[config.mk]
export PLATFORM = sky130hd
export DESIGN_NAME = bit_serial_lif_array
export DESIGN_NICKNAME = d
export VERILOG_FILES = /design/src/rtl/banos_neuro_pkg.sv /design/src/rtl/bit_serial_lane.sv /design/src/rtl/bit_serial_lif_array.sv
export SDC_FILE = /design/constraint.sdc
export NUM_CORES = 1
export LEC_CHECK = 0
export ABC_CLOCK_PERIOD_IN_PS = 4600
export CORE_MARGIN = 3
export CORE_UTILIZATION = 50
export CTS_CLUSTER_DIAMETER = 40
export DETAILED_ROUTE_END_ITERATION = 7
export PLACE_DENSITY_LB_ADDON = 0.15
export SYNTH_ARGS = -nofsm -noshare
export SYNTH_HDL_FRONTEND = slang
export SYNTH_HIERARCHICAL = 1
export SYNTH_SLANG_ARGS = --single-unit
export TNS_END_PERCENT = 10
[constraint.sdc]
create_clock -name clk -period 4.6 [get_ports clk]
set_input_delay 0.69 -clock clk [delete_from_list [all_inputs] [get_ports clk]]
set_output_delay 0.69 -clock clk [all_outputs]
set_load 0.1 [all_outputs]
[src/rtl/banos_neuro_pkg.sv]
// Shared types and helpers for the bit-serial LIF neuron array.
package banos_neuro_pkg;

  typedef enum logic [2:0] {
    ST_IDLE,
    ST_SYN_WAIT,
    ST_SYN_ADD,
    ST_LEAK,
    ST_FINISH
  } lif_state_e;

  localparam int unsigned SAT_CONST_W = 64;

  // Largest positive two's-complement value of a w-bit word (low w bits valid).
  function automatic logic [SAT_CONST_W-1:0] sat_pos(input int unsigned w);
    return (64'd1 << (w - 1)) - 64'd1;
  endfunction

  // Most negative two's-complement value of a w-bit word (low w bits valid).
  function automatic logic [SAT_CONST_W-1:0] sat_neg(input int unsigned w);
    return 64'd1 << (w - 1);
  endfunction

endpackage

[src/rtl/bit_serial_lane.sv]
// One neuron lane: LSB-first serial add/subtract into a rotating accumulator,
// with signed saturation applied on the final bit of an add pass.
module bit_serial_lane
  import banos_neuro_pkg::*;
#(
  parameter int unsigned W          = 16,
  parameter int unsigned WW         = 8,
  parameter int unsigned LEAK_SHIFT = 4
) (
  input  logic          clk,
  input  logic          rst_n,
  input  logic          load,
  input  logic [W-1:0]  load_val,
  input  logic          step,
  input  logic          first,
  input  logic          last,
  input  logic          sub,
  input  logic          add_en,
  input  logic [WW-1:0] weight,
  output logic [W-1:0]  acc
);

  localparam logic [W-1:0] SAT_POS = W'(sat_pos(W));
  localparam logic [W-1:0] SAT_NEG = W'(sat_neg(W));

  logic [W-1:0] acc_q, acc_d;
  logic [W-1:0] op_q, op_d;
  logic         carry_q, carry_d;
  logic [W-1:0] op_par;
  logic         op_bit, cin, sum, cout, ovf;

  // Operand snapshot is taken in parallel on the first bit of each pass, then shifted out.
  always_comb begin
    acc_d   = acc_q;
    op_d    = op_q;
    carry_d = carry_q;
    op_par  = '0;
    if (sub) begin
      op_par = ~($signed(acc_q) >>> LEAK_SHIFT);
    end else if (add_en) begin
      op_par = {{(W-WW){weight[WW-1]}}, weight};
    end
    op_bit = first ? op_par[0] : op_q[0];
    cin    = first ? sub : carry_q;
    sum    = acc_q[0] ^ op_bit ^ cin;
    cout   = (acc_q[0] & op_bit) | (acc_q[0] & cin) | (op_bit & cin);
    ovf    = !sub && last && (acc_q[0] == op_bit) && (sum != acc_q[0]);
    if (load) begin
      acc_d   = load_val;
      op_d    = '0;
      carry_d = 1'b0;
    end else if (step) begin
      op_d    = (first ? op_par : op_q) >> 1;
      carry_d = cout;
      acc_d   = {sum, acc_q[W-1:1]};
      if (ovf) begin
        acc_d = acc_q[0] ? SAT_NEG : SAT_POS;
      end
    end
  end

  always_ff @(posedge clk or negedge rst_n) begin
    if (!rst_n) begin
      acc_q   <= '0;
      op_q    <= '0;
      carry_q <= 1'b0;
    end else begin
      acc_q   <= acc_d;
      op_q    <= op_d;
      carry_q <= carry_d;
    end
  end

  assign acc = acc_q;

endmodule

[src/rtl/bit_serial_lif_array.sv]
// Array of leaky integrate-and-fire neurons updated in lock-step by bit-serial lanes.
module bit_serial_lif_array
  import banos_neuro_pkg::*;
#(
  parameter int unsigned NUM_LANES     = 4,
  parameter int unsigned WEIGHT_WIDTH  = 8,
  parameter int unsigned STATE_WIDTH   = 16,
  parameter int          THRESHOLD     = 24576,
  parameter int          V_RESET       = 0,
  parameter int unsigned LEAK_SHIFT    = 4,
  parameter int unsigned REFRAC_WIDTH  = 4,
  parameter int unsigned REFRAC_PERIOD = 3
) (
  input  logic                                clk,
  input  logic                                rst_n,
  input  logic                                start_op,
  input  logic                                leak_only,
  input  logic [NUM_LANES*STATE_WIDTH-1:0]    state_in,
  input  logic [NUM_LANES*REFRAC_WIDTH-1:0]   refrac_in,
  input  logic                                syn_valid,
  output logic                                syn_ready,
  input  logic [NUM_LANES*WEIGHT_WIDTH-1:0]   syn_weight,
  input  logic [NUM_LANES-1:0]                syn_mask,
  input  logic                                syn_last,
  output logic [NUM_LANES*STATE_WIDTH-1:0]    state_out,
  output logic [NUM_LANES*REFRAC_WIDTH-1:0]   refrac_out,
  output logic [NUM_LANES-1:0]                fire,
  output logic                                done,
  output logic                                busy,
  output logic [31:0]                         fire_count
);

  localparam int unsigned W     = STATE_WIDTH;
  localparam int unsigned WW    = WEIGHT_WIDTH;
  localparam int unsigned NL    = NUM_LANES;
  localparam int unsigned RW    = REFRAC_WIDTH;
  localparam int unsigned CNT_W = $clog2(W);
  localparam logic [CNT_W-1:0] CNT_LAST  = CNT_W'(W - 1);
  localparam logic [W-1:0]     THRESH    = W'(THRESHOLD);
  localparam logic [W-1:0]     V_RST     = W'(V_RESET);
  localparam logic [RW-1:0]    REFRAC_LD = RW'(REFRAC_PERIOD);

  lif_state_e          state_q, state_d;
  logic [CNT_W-1:0]    cnt_q, cnt_d;
  logic [NL*WW-1:0]    weight_q, weight_d;
  logic [NL-1:0]       mask_q, mask_d;
  logic                last_q, last_d;
  logic [NL*RW-1:0]    refrac_q, refrac_d;
  logic [NL*W-1:0]     state_out_q, state_out_d;
  logic [NL*RW-1:0]    refrac_out_q, refrac_out_d;
  logic [NL-1:0]       fire_q, fire_d;
  logic                done_q, done_d;
  logic                busy_q, busy_d;
  logic                syn_ready_q, syn_ready_d;
  logic [31:0]         fire_count_q, fire_count_d;

  logic                lane_load, lane_step, lane_first, lane_last, lane_sub;
  logic [NL-1:0]       lane_add_en;
  logic [NL*W-1:0]     acc;
  logic [31:0]         fire_sum;

  always_comb begin
    state_d      = state_q;
    cnt_d        = cnt_q;
    weight_d     = weight_q;
    mask_d       = mask_q;
    last_d       = last_q;
    refrac_d     = refrac_q;
    state_out_d  = state_out_q;
    refrac_out_d = refrac_out_q;
    fire_d       = fire_q;
    done_d       = 1'b0;
    fire_count_d = fire_count_q;
    fire_sum     = '0;
    lane_load    = 1'b0;
    lane_step    = 1'b0;
    lane_sub     = 1'b0;
    lane_add_en  = '0;
    lane_first   = (cnt_q == '0);
    lane_last    = (cnt_q == CNT_LAST);
    case (state_q)
      ST_IDLE: begin
        if (start_op) begin
          lane_load = 1'b1;
          refrac_d  = refrac_in;
          cnt_d     = '0;
          state_d   = leak_only ? ST_LEAK : ST_SYN_WAIT;
        end
      end
      ST_SYN_WAIT: begin
        if (syn_valid && syn_ready_q) begin
          weight_d = syn_weight;
          mask_d   = syn_mask;
          last_d   = syn_last;
          cnt_d    = '0;
          state_d  = ST_SYN_ADD;
        end
      end
      ST_SYN_ADD: begin
        lane_step = 1'b1;
        for (int unsigned i = 0; i < NL; i++) begin
          lane_add_en[i] = mask_q[i] && (refrac_q[i*RW +: RW] == '0);
        end
        cnt_d = cnt_q + CNT_W'(1);
        if (lane_last) begin
          cnt_d   = '0;
          state_d = last_q ? ST_LEAK : ST_SYN_WAIT;
        end
      end
      ST_LEAK: begin
        lane_step = 1'b1;
        lane_sub  = 1'b1;
        cnt_d     = cnt_q + CNT_W'(1);
        if (lane_last) begin
          cnt_d   = '0;
          state_d = ST_FINISH;
        end
      end
      ST_FINISH: begin
        done_d  = 1'b1;
        state_d = ST_IDLE;
        // Refractory lanes cannot fire; otherwise compare against threshold.
        for (int unsigned i = 0; i < NL; i++) begin
          state_out_d[i*W +: W] = acc[i*W +: W];
          fire_d[i]             = 1'b0;
          if (refrac_q[i*RW +: RW] != '0) begin
            refrac_out_d[i*RW +: RW] = refrac_q[i*RW +: RW] - RW'(1);
          end else if ($signed(acc[i*W +: W]) >= $signed(THRESH)) begin
            fire_d[i]                = 1'b1;
            state_out_d[i*W +: W]    = V_RST;
            refrac_out_d[i*RW +: RW] = REFRAC_LD;
          end else begin
            refrac_out_d[i*RW +: RW] = '0;
          end
          fire_sum = fire_sum + 32'(fire_d[i]);
        end
        fire_count_d = fire_count_q + fire_sum;
      end
      default: state_d = ST_IDLE;
    endcase
    busy_d      = (state_d != ST_IDLE);
    syn_ready_d = (state_d == ST_SYN_WAIT);
  end

  always_ff @(posedge clk or negedge rst_n) begin
    if (!rst_n) begin
      state_q      <= ST_IDLE;
      cnt_q        <= '0;
      weight_q     <= '0;
      mask_q       <= '0;
      last_q       <= 1'b0;
      refrac_q     <= '0;
      state_out_q  <= '0;
      refrac_out_q <= '0;
      fire_q       <= '0;
      done_q       <= 1'b0;
      busy_q       <= 1'b0;
      syn_ready_q  <= 1'b0;
      fire_count_q <= '0;
    end else begin
      state_q      <= state_d;
      cnt_q        <= cnt_d;
      weight_q     <= weight_d;
      mask_q       <= mask_d;
      last_q       <= last_d;
      refrac_q     <= refrac_d;
      state_out_q  <= state_out_d;
      refrac_out_q <= refrac_out_d;
      fire_q       <= fire_d;
      done_q       <= done_d;
      busy_q       <= busy_d;
      syn_ready_q  <= syn_ready_d;
      fire_count_q <= fire_count_d;
    end
  end

  for (genvar g = 0; g < NL; g++) begin : g_lane
    bit_serial_lane #(
      .W          (W),
      .WW         (WW),
      .LEAK_SHIFT (LEAK_SHIFT)
    ) u_lane (
      .clk      (clk),
      .rst_n    (rst_n),
      .load     (lane_load),
      .load_val (state_in[g*W +: W]),
      .step     (lane_step),
      .first    (lane_first),
      .last     (lane_last),
      .sub      (lane_sub),
      .add_en   (lane_add_en[g]),
      .weight   (weight_q[g*WW +: WW]),
      .acc      (acc[g*W +: W])
    );
  end

  assign state_out  = state_out_q;
  assign refrac_out = refrac_out_q;
  assign fire       = fire_q;
  assign done       = done_q;
  assign busy       = busy_q;
  assign syn_ready  = syn_ready_q;
  assign fire_count = fire_count_q;

endmodule

; Word-level counts from Yosys, hierarchy flattened
; Cells that the tools add are included.
[word_totals]
wordCells = 215
register_bits = 311
inputBits = 122
out_inout_bits = 119
[classes]
magnitude_cmp = 4
reduce_logical = 32
add_sub_neg = 9
muxes = 97
eq_ne = 16
bitwise_logic = 32
[ops]
columns = cell, count
row1 = 16-bit two-way mux, 44
row2 = 16-bit greater-or-equal comparator (second input constant), 4
row3 = 12-bit inverter with 16-bit output, 4
row4 = 1-bit two-way mux, 33
row5 = 32-bit by 4-bit adder with 32-bit output, 1
row6 = 4-bit two-way mux, 8
row7 = 4-bit zero test, 5
row8 = 4-bit nonzero test, 4
row9 = 4-bit by 1-bit subtractor with 4-bit output (second input constant), 4
row10 = 1-bit logical AND, 14
row11 = 1-bit AND, 12
row12 = 2-bit two-way mux, 6
row13 = 3-bit two-way mux, 4
row14 = 3-bit one-hot mux with 4 select lines, 1
row15 = 4-bit one-hot mux with 3 select lines, 1
row16 = 1-bit OR, 8
row17 = 1-bit bitwise XOR, 8
row18 = 3-bit by 1-bit equality test with 1-bit output (second input constant), 2
row19 = 3-bit by 2-bit equality test with 1-bit output (second input constant), 2
row20 = 3-bit nonzero test, 2
row21 = 3-bit by 1-bit adder with 4-bit output, 1
row22 = 4-bit by 1-bit adder with 4-bit output (second input constant), 1
row23 = 1-bit equality test, 4
row24 = 4-bit equality test (second input constant), 1
row25 = 11 further kinds, 16

; Depth between registers and ports, before layout
; Gate-level depths: netlist of run 1.
[logic_depth]
depth_word = 13
depth_mapped = 15
depth_no_buf = 14

; By module
; Netlist of run 1, hierarchy kept.
[modules_own_cells]
columns = mod, instances, cells_per_inst, area_each_um2
row1 = bit_serial_lane, 4, 219, 1886.8
row2 = bit_serial_lif_array, 1, 723, 7542.2

; Least setup slack after synthesis of run 1
; OpenSTA, ideal clock, no wires.
[synth_path]
path_type = register -> register
start = reg refrac_q[8]
end = reg fire_count_q[24], in the netlist fire_count[24]
t_required_ns = 4.441
stages_incl_launch_ff = 16
synth_period_minus_slack_ns = 3.949
slack_ns = 0.651
n_path_buf = 1
arrival_ns = 3.790
cell_sequence = dfrtp_1 -> inv_1 -> ha_1 -> nor3b_1 -> and4b_1 -> clkbuf_1 -> inv_1 -> fa_1 -> fa_1 -> inv_1 -> fa_1 -> and3_1 -> nand4_4 -> or4_4 -> or2_1 -> xnor2_1
[synth_via]
elab_chain_cells = 6
[synth_rtl]
columns = element, line
row1 = from (decl), bit_serial_lif_array.sv:48  ; logic [NL*RW-1:0] refrac_q, refrac_d;
row2 = from (signal assigned), bit_serial_lif_array.sv:166  ; refrac_q <= refrac_d;
row3 = 4-bit nonzero test, bit_serial_lif_array.sv:126  ; if (refrac_q[i*RW +: RW] != '0) begin
row4 = 1-bit two-way mux, bit_serial_lif_array.sv:126
row5 = 1-bit two-way mux, bit_serial_lif_array.sv:81  ; case (state_q)
row6 = 2-bit by 1-bit adder with 3-bit output, bit_serial_lif_array.sv:135  ; fire_sum = fire_sum + 32'(fire_d[i]);
row7 = 3-bit by 1-bit adder with 4-bit output, bit_serial_lif_array.sv:135
row8 = 32-bit by 4-bit adder with 32-bit output, bit_serial_lif_array.sv:137  ; fire_count_d = fire_count_q + fire_sum;
row9 = to (signal assigned), bit_serial_lif_array.sv:173  ; fire_count_q <= fire_count_d;
row10 = to (decl), bit_serial_lif_array.sv:55  ; logic [31:0] fire_count_q, fire_count_d;
; No other way between the ends. The select of a mux whose other input is x is not followed.
; A chain may end at the register's enable or synchronous reset.

; Worst setup path after layout of run 1
; Same ends and word-level chain as after synthesis.

==> impl_metrics.ini, run 1 <==
[synthesis]
syn_area_per_cell_sq_um = 9.44
synth_top_area_cell = dfrtp_1
synth_cells = 1599
ys_seq_area_share_pct = 50.9
synthFlopType = dfrtp_1
synth_commonest_cells = 307 x dfrtp_1, 260 x nand2_1, 204 x o21ai_0
ys_warn_count = 6
synth_seq_cells = 307
synthArstFlopShare_pct = 100
synth_top_area_share_pct = 50.9
syn-num-nets = 1739
synth_area_sq_um = 15100
yosysMostFrequentCell = dfrtp_1
synth_edf_count = 0
yosys.cell_types.count = 56
synth_area_leaders = dfrtp_1 51%, o21ai_0 6.8%, nand2_1 6.5%

[finish]
nets = 1958
area_delta_synth_final_pct = 29.1
drive_gt1_share_pct = 10.5
insertedDiodeCount = 0
fin_area_sq_um = 19500

[critical_path]
worstPathMaxFanout = 7
worstPathArrival_ns = 4.49
max_stage_delay_ns = 0.56
r2r_setup_slack_ns = 0.53
crit_type = reg2reg
rr_endpoint = fire_count[24]$_DFFE_PN0P_
slowest_stage = or4_4
rr_startpoint = refrac_q[8]$_DFFE_PN0P_
worstRegToRegCells = 14
cp.required_ns = 5.01
path_cells = inv_1 > ha_1 > nor3b_1 > and4b_1 > inv_1 > fa_1 > fa_1 > inv_1 > fa_1 > and3_1 > nand4_4 > or4_4 > or2_1 > xnor2_1
start_kind = flop
crit_family = simple AND/OR/NAND/NOR gates
end_kind = flop
crit_buf_inv = 3

[cts]
cts_setup_buffers = 0
cts_root_buf = clkbuf_16
cts.sinks = 307
postCtsHoldBufs = 0
clk_latency_ns = 0.54
clkSlewWorstSetupHoldPaths_ns = 0.05
cts_tree = built
cts_buffers = 45
htreeDepth = 2
ctsResizeCount = 0
cts_buffer_depth = 3

[timing]
period_needed_ns = 4.07
grt_setup_unrepaired = no
fin_skew_ns = 0.0189
finalSetupViolations = 0
hold_viol = 0
tightest_slew_ns = 1.16
relSlewSlack_pct = 22.5
fin_crit_sh_pct = 88.5
drv_slew = 0
fin_tns_setup_ns = 0
clock.fmax_mhz = 246

[place]
port_buffers = 240
dpl_cell_area_sq_um = 17900
gp_congestion = 0.847
dpl.hpwl_mm = 26.4

[detailed_routing]
vias = 12600
drt_iter0_drc = 937
wirelength_mm = 40.1
remaining_drc_errors = 0
antenna_left = 0
wl_per_cell_um = 17.9
viasPerCell = 5.63
firstDrtPassIters = 5

[floorplanning]
die-area_sq_um = 32300
start_util_pct = 51.6
die_w_um = 180
io-pin-count = 241
die_h_um = 180
std_cell_rows = 62
core_sq_um = 29200

[grt]
grt_use_met2_pct = 38.6
grt_first_pass_wirelength_mm = 65.6
grt_busiest_layer = met2
global_route.usage.met3_pct = 4.10
grt_pass1_vias = 12500
grt-ovfl-total = 0
use_met1_pct = 35.2
grtUsageTotal_pct = 24.4
grt_start_max_net_pins = 122
antenna_found_initial = 2

[power]
finalPower_mw = 12.2
vdd.ir_drop.worst_uv = 333
power_density_nw_per_um2 = 624
p_leak_nw = 8.46

[flow_run]
maxCapViolCount = 0

[worst_hold_path]
hp-class = in2async

[status]
status = finished clean
-- kinds of logic after synthesis --
logic type	count (synthesis)	synth area share [%]
compound gates	381	15.8
xor+xnor	34	1.97
fa+ha+maj	18	1.84
buf+inv	148	4.10
flops	307	50.9
mux	63	4.64
simple gates	648	20.7
-- per-layer routing --
metal	wire, um	share of wire [%]
met5	19	0.047
met4	809	2.0
met3	2420	6.0
met2	18500	46
met1	18400	46
-- power breakdown --
part	switching, mW	internal (mW)	leakage [nW]
sequential	0.694	3.54	3.91
clock	1.29	2.37	0.790
combinational	2.47	1.79	3.77
-- metrics by stage --
step / std cells / setup slack [ns] / hold slack, ns / util, %
detailed placement: 2155 / 0.491 / 0.457 / 61.1
global placement: 2155 / 0.687 / 0.450 / 61.1
floorplan: 1599 / 0.651 / 0.394 / -
global route: 2237 / 0.216 / 0.236 / 66.6
CTS: 2237 / 0.482 / 0.202 / 66.6
finish: 2237 / 0.528 / 0.159 / 66.6
-- area by class of cell --
class,count,area [sq um]
timing repair buffer,274,2700
inverter,46,174
sequential,307,7680
tap,384,480
clock inverter,26,399
clock buffer,56,1230
fill,2380,9760
multi-input combinational,1144,6820
-- flip-flops by register name, indices dropped and copies added (netlist names) --
| register | cells |
|---|---|
| refrac_out | 16 |
| refrac_q | 16 |
| mask_q | 4 |
| syn_ready | 1 |
| g_lane.u_lane/op_q | 60 |
| g_lane.u_lane/carry_q | 4 |
| weight_q | 32 |
| g_lane.u_lane/acc | 64 |
| done | 1 |
| fire | 4 |
| state_out | 64 |
| cnt_q | 4 |
| last_q | 1 |
| busy | 1 |
| state_q | 3 |
| fire_count | 32 |
-- cells in the final DEF (no fill, tap or decap), types with 7 or more instances in the layout --
cell type / Yosys / routed
nand2_1: 260 / 260
fa_1: 7 / 7
dfrtp_1: 307 / 307
bufinv_16: 0 / 8
mux2_2: 55 / 55
ha_1: 11 / 11
nor3b_1: 9 / 8
a31oi_1: 19 / 19
o21ai_0: 204 / 204
buf_4: 4 / 31
nand2b_1: 24 / 24
nor3_1: 19 / 19
clkdlybuf4s50_1: 0 / 239
xor2_1: 12 / 12
nor2_1: 149 / 147
and2_1: 74 / 74
nand3b_1: 18 / 18
and3_1: 8 / 8
o21a_1: 17 / 17
mux2i_1: 8 / 8
clkbuf_16: 0 / 45
a22o_1: 24 / 24
inv_1: 45 / 44
nand3_1: 27 / 27
nor2b_1: 26 / 25
o221ai_1: 60 / 60
a21oi_1: 36 / 36
xnor2_1: 22 / 22
-- worst max-delay path by stage --
| stage | to | from | depth (start not counted) | slack (ns) |
|---|---|---|---|---|
| after floorplan | fire_count[24]$_DFFE_PN0P_ | refrac_q[8]$_DFFE_PN0P_ | 15 | 0.65 |
| after global placement | fire_count[24]$_DFFE_PN0P_ | refrac_q[8]$_DFFE_PN0P_ | 14 | 0.69 |
| after detailed placement | fire_count[24]$_DFFE_PN0P_ | refrac_q[8]$_DFFE_PN0P_ | 14 | 0.49 |
| after CTS | fire_count[24]$_DFFE_PN0P_ | refrac_q[8]$_DFFE_PN0P_ | 14 | 0.48 |
| after global routing | fire_count[24]$_DFFE_PN0P_ | refrac_q[8]$_DFFE_PN0P_ | 14 | 0.22 |
| final | fire_count[24]$_DFFE_PN0P_ | refrac_q[8]$_DFFE_PN0P_ | 14 | 0.53 |
-- worst reg2reg max path, delay by kind of cell (launching register included) --
kind          cells  cell delay (ns)
xor+xnor          1             0.12
fa+ha+maj         4             1.31
buf+inv           3             0.24
flops             1             0.38
simple gates      6             1.90
No activity file was read; power rests on OpenSTA's default activity.
==> run 2: changes to the inputs <==
--- a/config.mk
+++ b/config.mk
@@ -8,6 +8,7 @@
 export ABC_CLOCK_PERIOD_IN_PS = 4600
 export CORE_MARGIN = 3
 export CORE_UTILIZATION = 50
+export CTS_BUF_LIST = sky130_fd_sc_hd__clkbuf_2 sky130_fd_sc_hd__clkbuf_4 sky130_fd_sc_hd__clkbuf_8
 export CTS_CLUSTER_DIAMETER = 40
 export DETAILED_ROUTE_END_ITERATION = 7
 export PLACE_DENSITY_LB_ADDON = 0.15
==> run 2 against run 1 <==
Worst setup slack worse by 0.0081 ns; clock skew is 0.020 ns higher; non-clock buffer count stayed put; flip-flop and latch count stayed put; design area is 2.6% lower; critical path type unchanged; largest power group unchanged.
==> impl_metrics.ini, run 2 (synthesis results as in run 1) <==
[place]
dpl_cell_area_sq_um = 17900
port_buffers = 240
gp_congestion = 0.847
pre_cts_slack_ns = 0.491
dpl.hpwl_mm = 26.4

[cts]
htreeDepth = 2
cts_root_buf = clkbuf_8
cts_buffer_depth = 3
clk_latency_ns = 0.59
postCtsHoldBufs = 0
cts_tree = built
cts.sinks = 307
clkSlewWorstSetupHoldPaths_ns = 0.06
ctsResizeCount = 0
cts_buffers = 55
cts_setup_buffers = 0

[detailed_routing]
wl_per_cell_um = 17.6
viasPerCell = 5.56
antenna_left = 0
remaining_drc_errors = 0
vias = 12500
firstDrtPassIters = 5
wirelength_mm = 39.6
drt_iter0_drc = 903

[critical_path]
path_cells = inv_1 > ha_1 > nor3b_1 > and4b_1 > inv_1 > fa_1 > fa_1 > inv_1 > fa_1 > and3_1 > nand4_4 > or4_4 > or2_1 > xnor2_1
max_stage_delay_ns = 0.56
cp.required_ns = 5.05
worstPathMaxFanout = 7
end_kind = flop
worstPathArrival_ns = 4.53
start_kind = flop
slowest_stage = or4_4
crit_family = simple AND/OR/NAND/NOR gates
crit_buf_inv = 3
crit_type = reg2reg

[timing]
clock.fmax_mhz = 245
hold_ws_ns = 0.120
fin_tns_setup_ns = 0
finalSetupViolations = 0
hold_viol = 0
fin_skew_ns = 0.0387
relSlewSlack_pct = 23.6
grt_setup_unrepaired = no
period_needed_ns = 4.08
fin_crit_sh_pct = 88.7
setup_slack_ns = 0.519
drv_slew = 0
tightest_slew_ns = 1.14

[finish]
fillers = 2465
fin_area_sq_um = 19000
final_common_cell = dfrtp_1
regArea_sq_um = 7680
multiInputGateArea_sq_um = 6820
mostFrequentLayoutCells = 307 x dfrtp_1, 260 x nand2_1, 239 x clkdlybuf4s50_1
drive_gt1_share_pct = 11.3
nets = 1968
area_delta_synth_final_pct = 25.8

[floorplanning]
die-area_sq_um = 32300
start_util_pct = 51.6
std_cell_rows = 62
die_w_um = 180
core_sq_um = 29200
die_h_um = 180
io-pin-count = 241

[power]
finalPower_mw = 11.1
power_density_nw_per_um2 = 583
vdd.ir_drop.worst_uv = 301
p_leak_nw = 8.27

[grt]
antenna_found_initial = 3
grt-ovfl-total = 0
grt_first_pass_wirelength_mm = 65.1
grt_pass1_vias = 12500
grtUsageTotal_pct = 24.1
grt_start_max_net_pins = 122

[worst_hold_path]
hp-class = in2async

[flow_run]
maxCapViolCount = 0

[status]
status = finished clean
-- run 2: through the flow --
step | util (%) | cells
2_1_floorplan | - | 1599
3_5_place_dp | 61.1 | 2155
5_1_grt | 64.9 | 2248
6_report | 64.9 | 2249
4_1_cts | 64.9 | 2248
3_3_place_gp | 61.1 | 2155
-- run 2: cell type report --
class | instances | area share (%)
antenna | 1 | 0.0132
clock buffer | 78 | 5.20
clock inverter | 15 | 0.712
inverter | 46 | 0.916
tap | 384 | 2.53
multi-input combinational | 1144 | 35.9
sequential | 307 | 40.5
timing repair buffer | 274 | 14.2
-- run 2: path summary, 6_finish.rpt --
path,startpoint,endpoint,cells after the start,slack [ns]
worst max-delay path,refrac_q[8]$_DFFE_PN0P_,fire_count[24]$_DFFE_PN0P_,14,0.52
worst min-delay path,rst_n,state_out[19]$_DFFE_PN0P_,1,0.12
worst max register to register,refrac_q[8]$_DFFE_PN0P_,fire_count[24]$_DFFE_PN0P_,14,0.52
worst min register to register,refrac_out[4]$_DFFE_PN0P_,refrac_out[4]$_DFFE_PN0P_,2,0.47
max in group asynchronous,rst_n,g_lane[2].u_lane/acc[0]$_DFFE_PN0P_,2,3.39
min in group clk,refrac_out[4]$_DFFE_PN0P_,refrac_out[4]$_DFFE_PN0P_,2,0.47
-- run 2: metal layers --
layer / share of wire (%) / vias up / track usage (%)
li1: - / 5968 / -
met4: 2.1 / 4 / 6.19
met1: 47 / 6094 / 34.9
met3: 5.5 / 70 / 4.45
met2: 46 / 371 / 37.9
met5: 0.068 / - / 0
-- run 2: power breakdown --
part,switching [mW],internal [mW],total [mW]
Combinational,2.44,1.80,4.24
Sequential,0.687,3.54,4.23
Clock,1.12,1.49,2.60
